**config.mk**
```make
export PLATFORM = sky130hd
export DESIGN_NAME = pipe_stage_skid
export DESIGN_NICKNAME = d
export VERILOG_FILES = /design/src/rtl/pipe_stage_skid.sv
export SDC_FILE = /design/constraint.sdc
export NUM_CORES = 1
export LEC_CHECK = 0
export CAP_MARGIN = 15
export CORE_MARGIN = 8
export CORE_UTILIZATION = 50
export CTS_BUF_LIST = sky130_fd_sc_hd__clkbuf_16
export CTS_CLUSTER_DIAMETER = 120
export DETAILED_ROUTE_END_ITERATION = 12
export HOLD_SLACK_MARGIN = 0.1
export PLACE_DENSITY_LB_ADDON = 0.3
export SYNTH_ARGS = -nofsm -noshare
export SYNTH_HDL_FRONTEND = slang
export SYNTH_SLANG_ARGS = --single-unit
```
**constraint.sdc**
```tcl
create_clock -name clk -period 10.9 [get_ports clk]
set_input_delay 1.635 -clock clk [delete_from_list [all_inputs] [get_ports clk]]
set_output_delay 1.635 -clock clk [all_outputs]
set_load 0.01 [all_outputs]
```
**src/rtl/pipe_stage_skid.sv**
```systemverilog
// pipe_stage_skid: pipeline stage register with a 2-entry skid buffer.
// Carries a control bundle and a data payload between two stages. The main
// entry drives the outputs; the skid entry catches the one extra beat that
// arrives in the cycle after downstream stalls. This keeps in_ready a
// function of held state only, so there is no combinational path from
// out_ready to in_ready.
//
// Handshake: a transfer happens on an edge where valid and ready are both
// high. Upstream transfers when in_valid && in_ready. Downstream transfers
// when out_valid && out_ready. A valid source holds its ctrl/payload
// steady until that transfer. All state changes on the falling edge of clk.
//
// flush is synchronous and takes priority over any transfer in the same
// cycle. It empties the stage, drops that cycle's input and cancels that
// cycle's release.
module pipe_stage_skid #(
  parameter int CTRL_W        = 9,
  parameter int PAY_W         = 128,
  parameter int CLEAR_PAYLOAD = 1,
  parameter int STALL_W       = 16
) (
  input  logic               clk,
  input  logic               rst,
  input  logic               flush,
  input  logic               in_valid,
  output logic               in_ready,
  input  logic [CTRL_W-1:0]  in_ctrl,
  input  logic [PAY_W-1:0]   in_pay,
  output logic               out_valid,
  input  logic               out_ready,
  output logic [CTRL_W-1:0]  out_ctrl,
  output logic [PAY_W-1:0]   out_pay,
  output logic [1:0]         occupancy,
  output logic [STALL_W-1:0] stall_cnt
);

  // The occupancy state doubles as the state register and its debug view.
  localparam logic [1:0] ST_EMPTY = 2'd0;
  localparam logic [1:0] ST_ONE   = 2'd1;
  localparam logic [1:0] ST_FULL  = 2'd2;

  localparam logic [STALL_W-1:0] STALL_MAX = '1;

  logic [1:0]        state_q;
  logic [CTRL_W-1:0] main_ctrl;
  logic [PAY_W-1:0]  main_pay;
  logic [CTRL_W-1:0] skid_ctrl;
  logic [PAY_W-1:0]  skid_pay;

  logic main_valid;
  logic skid_valid;
  logic acc_fire;
  logic rel_fire;
  logic load_main_in;
  logic load_main_skid;
  logic load_skid;

  // Valid bits and transfer qualifiers, all derived from the held state
  always_comb begin
    main_valid     = (state_q != ST_EMPTY);
    skid_valid     = (state_q == ST_FULL);
    in_ready       = !skid_valid && !rst;
    acc_fire       = in_valid && in_ready;
    rel_fire       = main_valid && out_ready;
    load_main_in   = acc_fire && ((state_q == ST_EMPTY) ||
                                  ((state_q == ST_ONE) && rel_fire));
    load_main_skid = (state_q == ST_FULL) && rel_fire;
    load_skid      = acc_fire && (state_q == ST_ONE) && !rel_fire;
  end

  // Outputs; ctrl is gated so a bubble never carries stale control bits
  always_comb begin
    out_valid = main_valid;
    out_ctrl  = main_valid ? main_ctrl : '0;
    out_pay   = main_pay;
    occupancy = state_q;
  end

  // Occupancy state machine: EMPTY -> ONE -> FULL and back, FIFO order
  always_ff @(negedge clk or posedge rst) begin
    if (rst) begin
      state_q <= ST_EMPTY;
    end else if (flush) begin
      state_q <= ST_EMPTY;
    end else begin
      case (state_q)
        ST_EMPTY: if (acc_fire) state_q <= ST_ONE;
        ST_ONE: begin
          if (acc_fire && !rel_fire)      state_q <= ST_FULL;
          else if (!acc_fire && rel_fire) state_q <= ST_EMPTY;
        end
        ST_FULL:  if (rel_fire) state_q <= ST_ONE;
        default:  state_q <= ST_EMPTY;
      endcase
    end
  end

  // Main entry: loaded from the input, or promoted from skid on release
  always_ff @(negedge clk or posedge rst) begin
    if (rst) begin
      main_ctrl <= '0;
      main_pay  <= '0;
    end else if (flush) begin
      main_ctrl <= '0;
      if (CLEAR_PAYLOAD != 0) main_pay <= '0;
    end else if (load_main_in) begin
      main_ctrl <= in_ctrl;
      main_pay  <= in_pay;
    end else if (load_main_skid) begin
      main_ctrl <= skid_ctrl;
      main_pay  <= skid_pay;
    end
  end

  // Skid entry: catches an accept that arrives while main is stalled
  always_ff @(negedge clk or posedge rst) begin
    if (rst) begin
      skid_ctrl <= '0;
      skid_pay  <= '0;
    end else if (flush) begin
      skid_ctrl <= '0;
      if (CLEAR_PAYLOAD != 0) skid_pay <= '0;
    end else if (load_skid) begin
      skid_ctrl <= in_ctrl;
      skid_pay  <= in_pay;
    end
  end

  // Saturating count of edges where a valid output is held off downstream
  always_ff @(negedge clk or posedge rst) begin
    if (rst) begin
      stall_cnt <= '0;
    end else if (!flush && main_valid && !out_ready && (stall_cnt != STALL_MAX)) begin
      stall_cnt <= stall_cnt + 1'b1;
    end
  end

endmodule

```
# Word level (Yosys, flattened, before mapping)
# Cells that the tools add are included.
# Widths: inputs -> output; s select.
dict set report word_totals {
  ff_bits 292
  in_bits 142
  out_inout_bits 157
  word_cells 55
}
dict set report op_classes {
  add_sub_neg 1
  eq_ne 6
  n_mux 17
  reduce_logical 25
}
# op count
set ops {}
lappend ops {{$mux 128} 5}
lappend ops {{$mux 9} 6}
lappend ops {{$add 16x1->16 const B} 1}
lappend ops {{$ne 16x16->1 const B} 1}
lappend ops {{$logic_and 1x1->1} 13}
lappend ops {{$mux 2} 5}
lappend ops {{$logic_not 1->1} 6}
lappend ops {{$pmux 2 s3} 1}
lappend ops {{$ne 4x2->1 const B} 1}
lappend ops {{$reduce_bool 2->1} 2}
lappend ops {{$ne 3x2->1 const B} 1}
lappend ops {{$ne 3x3->1 const B} 1}
lappend ops {{$reduce_and 3->1} 1}
lappend ops {{$reduce_bool 3->1} 1}
lappend ops {{$eq 2x1->1 const B} 1}
lappend ops {{$eq 2x2->1 const B} 1}
lappend ops {{$logic_not 2->1} 1}
lappend ops {{$logic_or 1x1->1} 1}

# Longest topological paths before layout
dict set report logic_depth {
  word_depth 10
  ltp_mapped 6
  mapped_depth_nobuf 5
}

==> out/metrics.cfg <==
[status]
status = completed

[place]
dpl.hpwl_um = 22800
place_area_um2 = 15800
portBuffers = 298
dp_slack_ns = 0.863
gp_congestion = 0.803

[cells_and_area]
design_area_um2 = 16700
layout_commonest_cell = nand2_1
area_growth_pct = 32.4
drive_above_1_share_pct = 4.15
fin_nets = 1689
final_cell_mix = 417 x nand2_1, 297 x clkdlybuf4s50_1, 292 x dfrtn_1, 139 x a21oi_1, 138 x mux2i_1

[clocking]
clock_sinks = 292
ctsResizeCount = 0
root_buffer = clkbuf_16
cts_buffers = 31
clk_latency_ns = 0.54
clockBufferDepth = 3
cts_setup_buffers = 0
path_clk_slew_ns = 0.04
tritoncts = yes
cts-htree-levels = 1
cts.hold.buffers_added = 0

[global_routing]
grt_util_all_layers_pct = 22.6
antenna_found_initial = 8
grt_pass1_vias = 10800
grt_max_degree = 110
grt_pass1_wl_um = 57200
grt-ovfl-total = 0

[logic_synthesis]
synth_area_um2 = 12600
syn-num-nets = 1436
yosysSeqAreaShare_pct = 57.9
synthCells = 1293
yosysWarnings = 0
syn_avg_cell_area_um2 = 9.76
ys_seq_elements = 292
ys_types = 36

[setup_path]
rr_endpoint = out_pay[127]
r2r_start = occupancy[1]
cp.arrival_ns = 4.57
endpoint_kind = register
start_kind = input pin
worstPathMaxFanout = 76
regToRegSetupSlack_ns = 8.15
crit_required_ns = 6.00
worstSetupPathType = in -> reg
rr_worst_depth = 6

[drt]
drtIter0Drc = 934
vias = 10200
ant_nets = 0
wl_per_cell_um = 18.5
routed_wl_um = 35300
viasPerCell = 5.38
drcViolationCount = 0
drtPass1Iterations = 5

[power]
combPwrFrac_pct = 11.9
power.switching_uw = 584
p_leak_uw = 0.00760
pwr-share-clk_pct = 39.7
p_total_uw = 2380
peakVddDrop_uv = 108
power.internal_uw = 1790
switching_share_pct = 24.6
power_frac_seq_pct = 48.5
p_per_area_nw_per_um2 = 142

[hold_path]
min_from = main_ctrl[1]
holdPathStages = 2
min_path_type = reg -> reg
hold_path_end = main_ctrl[1]

[floorplanning]
coreArea_um2 = 25000
die-area_um2 = 30600
die_w_um = 175
io_pins = 299
chipHeight_um = 175
rows = 58
start_util_pct = 50.5

[run]
maxCapViolCount = 0

[timing]
skew_ns = 0.00654
report.final.slew_viol_count = 0
tns_ns = 0
worst_slack_ns = 1.43
worst_pin_slew_ns = 0.995
final_hold_viol_count = 0
grt_setup_unrepaired = false
maxSlewHeadroom_pct = 33.7
setup_viol = 0

-- flip-flops by register name (all words and copies together), names as in the netlist --
name       cells
skid_pay     128
out_pay      128
main_ctrl      9
stall_cnt     16
occupancy      2
skid_ctrl      9
-- Yosys cell counts, drive strengths merged --
library cell / instances / share of area [%]
nand2: 418 / 12
dfrtn: 292 / 58
o21ai: 142 / 5.6
a21oi: 139 / 5.5
mux2i: 138 / 11
buf: 74 / 3.0
clkbuf: 18 / 0.54
and2: 10 / 0.50
xor2: 10 / 0.69
nor2: 6 / 0.18
nor3: 6 / 0.24
nor4: 6 / 0.42
nand3: 5 / 0.20
nand4: 5 / 0.30
inv: 4 / 0.12
mux2: 3 / 0.27
nand2b: 2 / 0.099
nor3b: 2 / 0.16
or2: 2 / 0.099
a221oi: 1 / 0.12
and2b: 1 / 0.060
and3: 1 / 0.050
and3b: 1 / 0.069
and4: 1 / 0.069
ha: 1 / 0.099
nand3b: 1 / 0.060
nor4b: 1 / 0.069
o22a: 1 / 0.069
or3: 1 / 0.050
xnor2: 1 / 0.069
-- critical path, cell delays in order --
cell             delay [ns]
clkdlybuf4s50_1        0.52
nand2b_1               0.34
a221oi_4               0.34
buf_4                  0.60
buf_4                  0.78
nand2_1                0.16
o21ai_1                0.12
-- worst max-delay path by stage --
stage	startpoint	endpoint	slack [ns]
3_3_place_gp	out_ready	out_pay[3]	1.03
4_1_cts	out_ready	out_pay[3]	1.41
5_1_grt	out_ready	out_pay[0]	1.23
6_report	out_ready	out_pay[127]	1.43
3_5_place_dp	out_ready	out_pay[3]	0.86
2_1_floorplan	rst	main_ctrl[0]	0.1
-- per-stage QoR --
stage | hold slack [ns] | util, % | std cells
6_report | 0.419 | 66.9 | 1902
5_1_grt | 0.457 | 66.9 | 1902
4_1_cts | 0.423 | 66.9 | 1896
3_5_place_dp | 0.423 | 63.3 | 1843
3_3_place_gp | 0.416 | 63.3 | 1843
2_1_floorplan | 0.402 | - | 1293
-- kinds of logic (layout without fill, tap and decap cells) --
kind of cell / count (synthesis) / count (layout) / share of synthesized area, %
and+or+nand+nor: 469 / 469 / 15.0
DFF: 292 / 292 / 57.9
AOI/OAI and AO/OA: 283 / 283 / 11.3
muxes: 141 / 141 / 11.2
buffers and inverters: 96 / 369 / 3.61
xor gates and xnor gates: 11 / 11 / 0.764
adders and majority gates: 1 / 1 / 0.0992
other: 0 / 6 / 0
-- power groups by stage --
stage          clock (uW)  sequential, uW  combinational [uW]
6_report              943            1150                 282
5_1_grt              1010            1160                 307
4_1_cts               964            1150                 287
3_5_place_dp            0            1170                 286
3_3_place_gp            0            1170                 282
2_1_floorplan           0            1180                 118
-- cell type report --
class,count,area (um2)
antenna,6,15.0
clock buffer,31,776
clock inverter,22,118
fill,2040,8260
inverter,4,18.8
multi-input combinational,905,4880
sequential,292,7310
tap,330,413
timing repair buffer,312,3170
-- metal layers --
metal	vias to the layer above	track usage [%]	wire length (um)
met5	-	0	23
met4	4	9.40	1230
met3	78	5.09	2260
li1	4828	-	-
met1	5014	27.9	14300
met2	303	37.9	17400
Power figures use the tool's default switching activity.
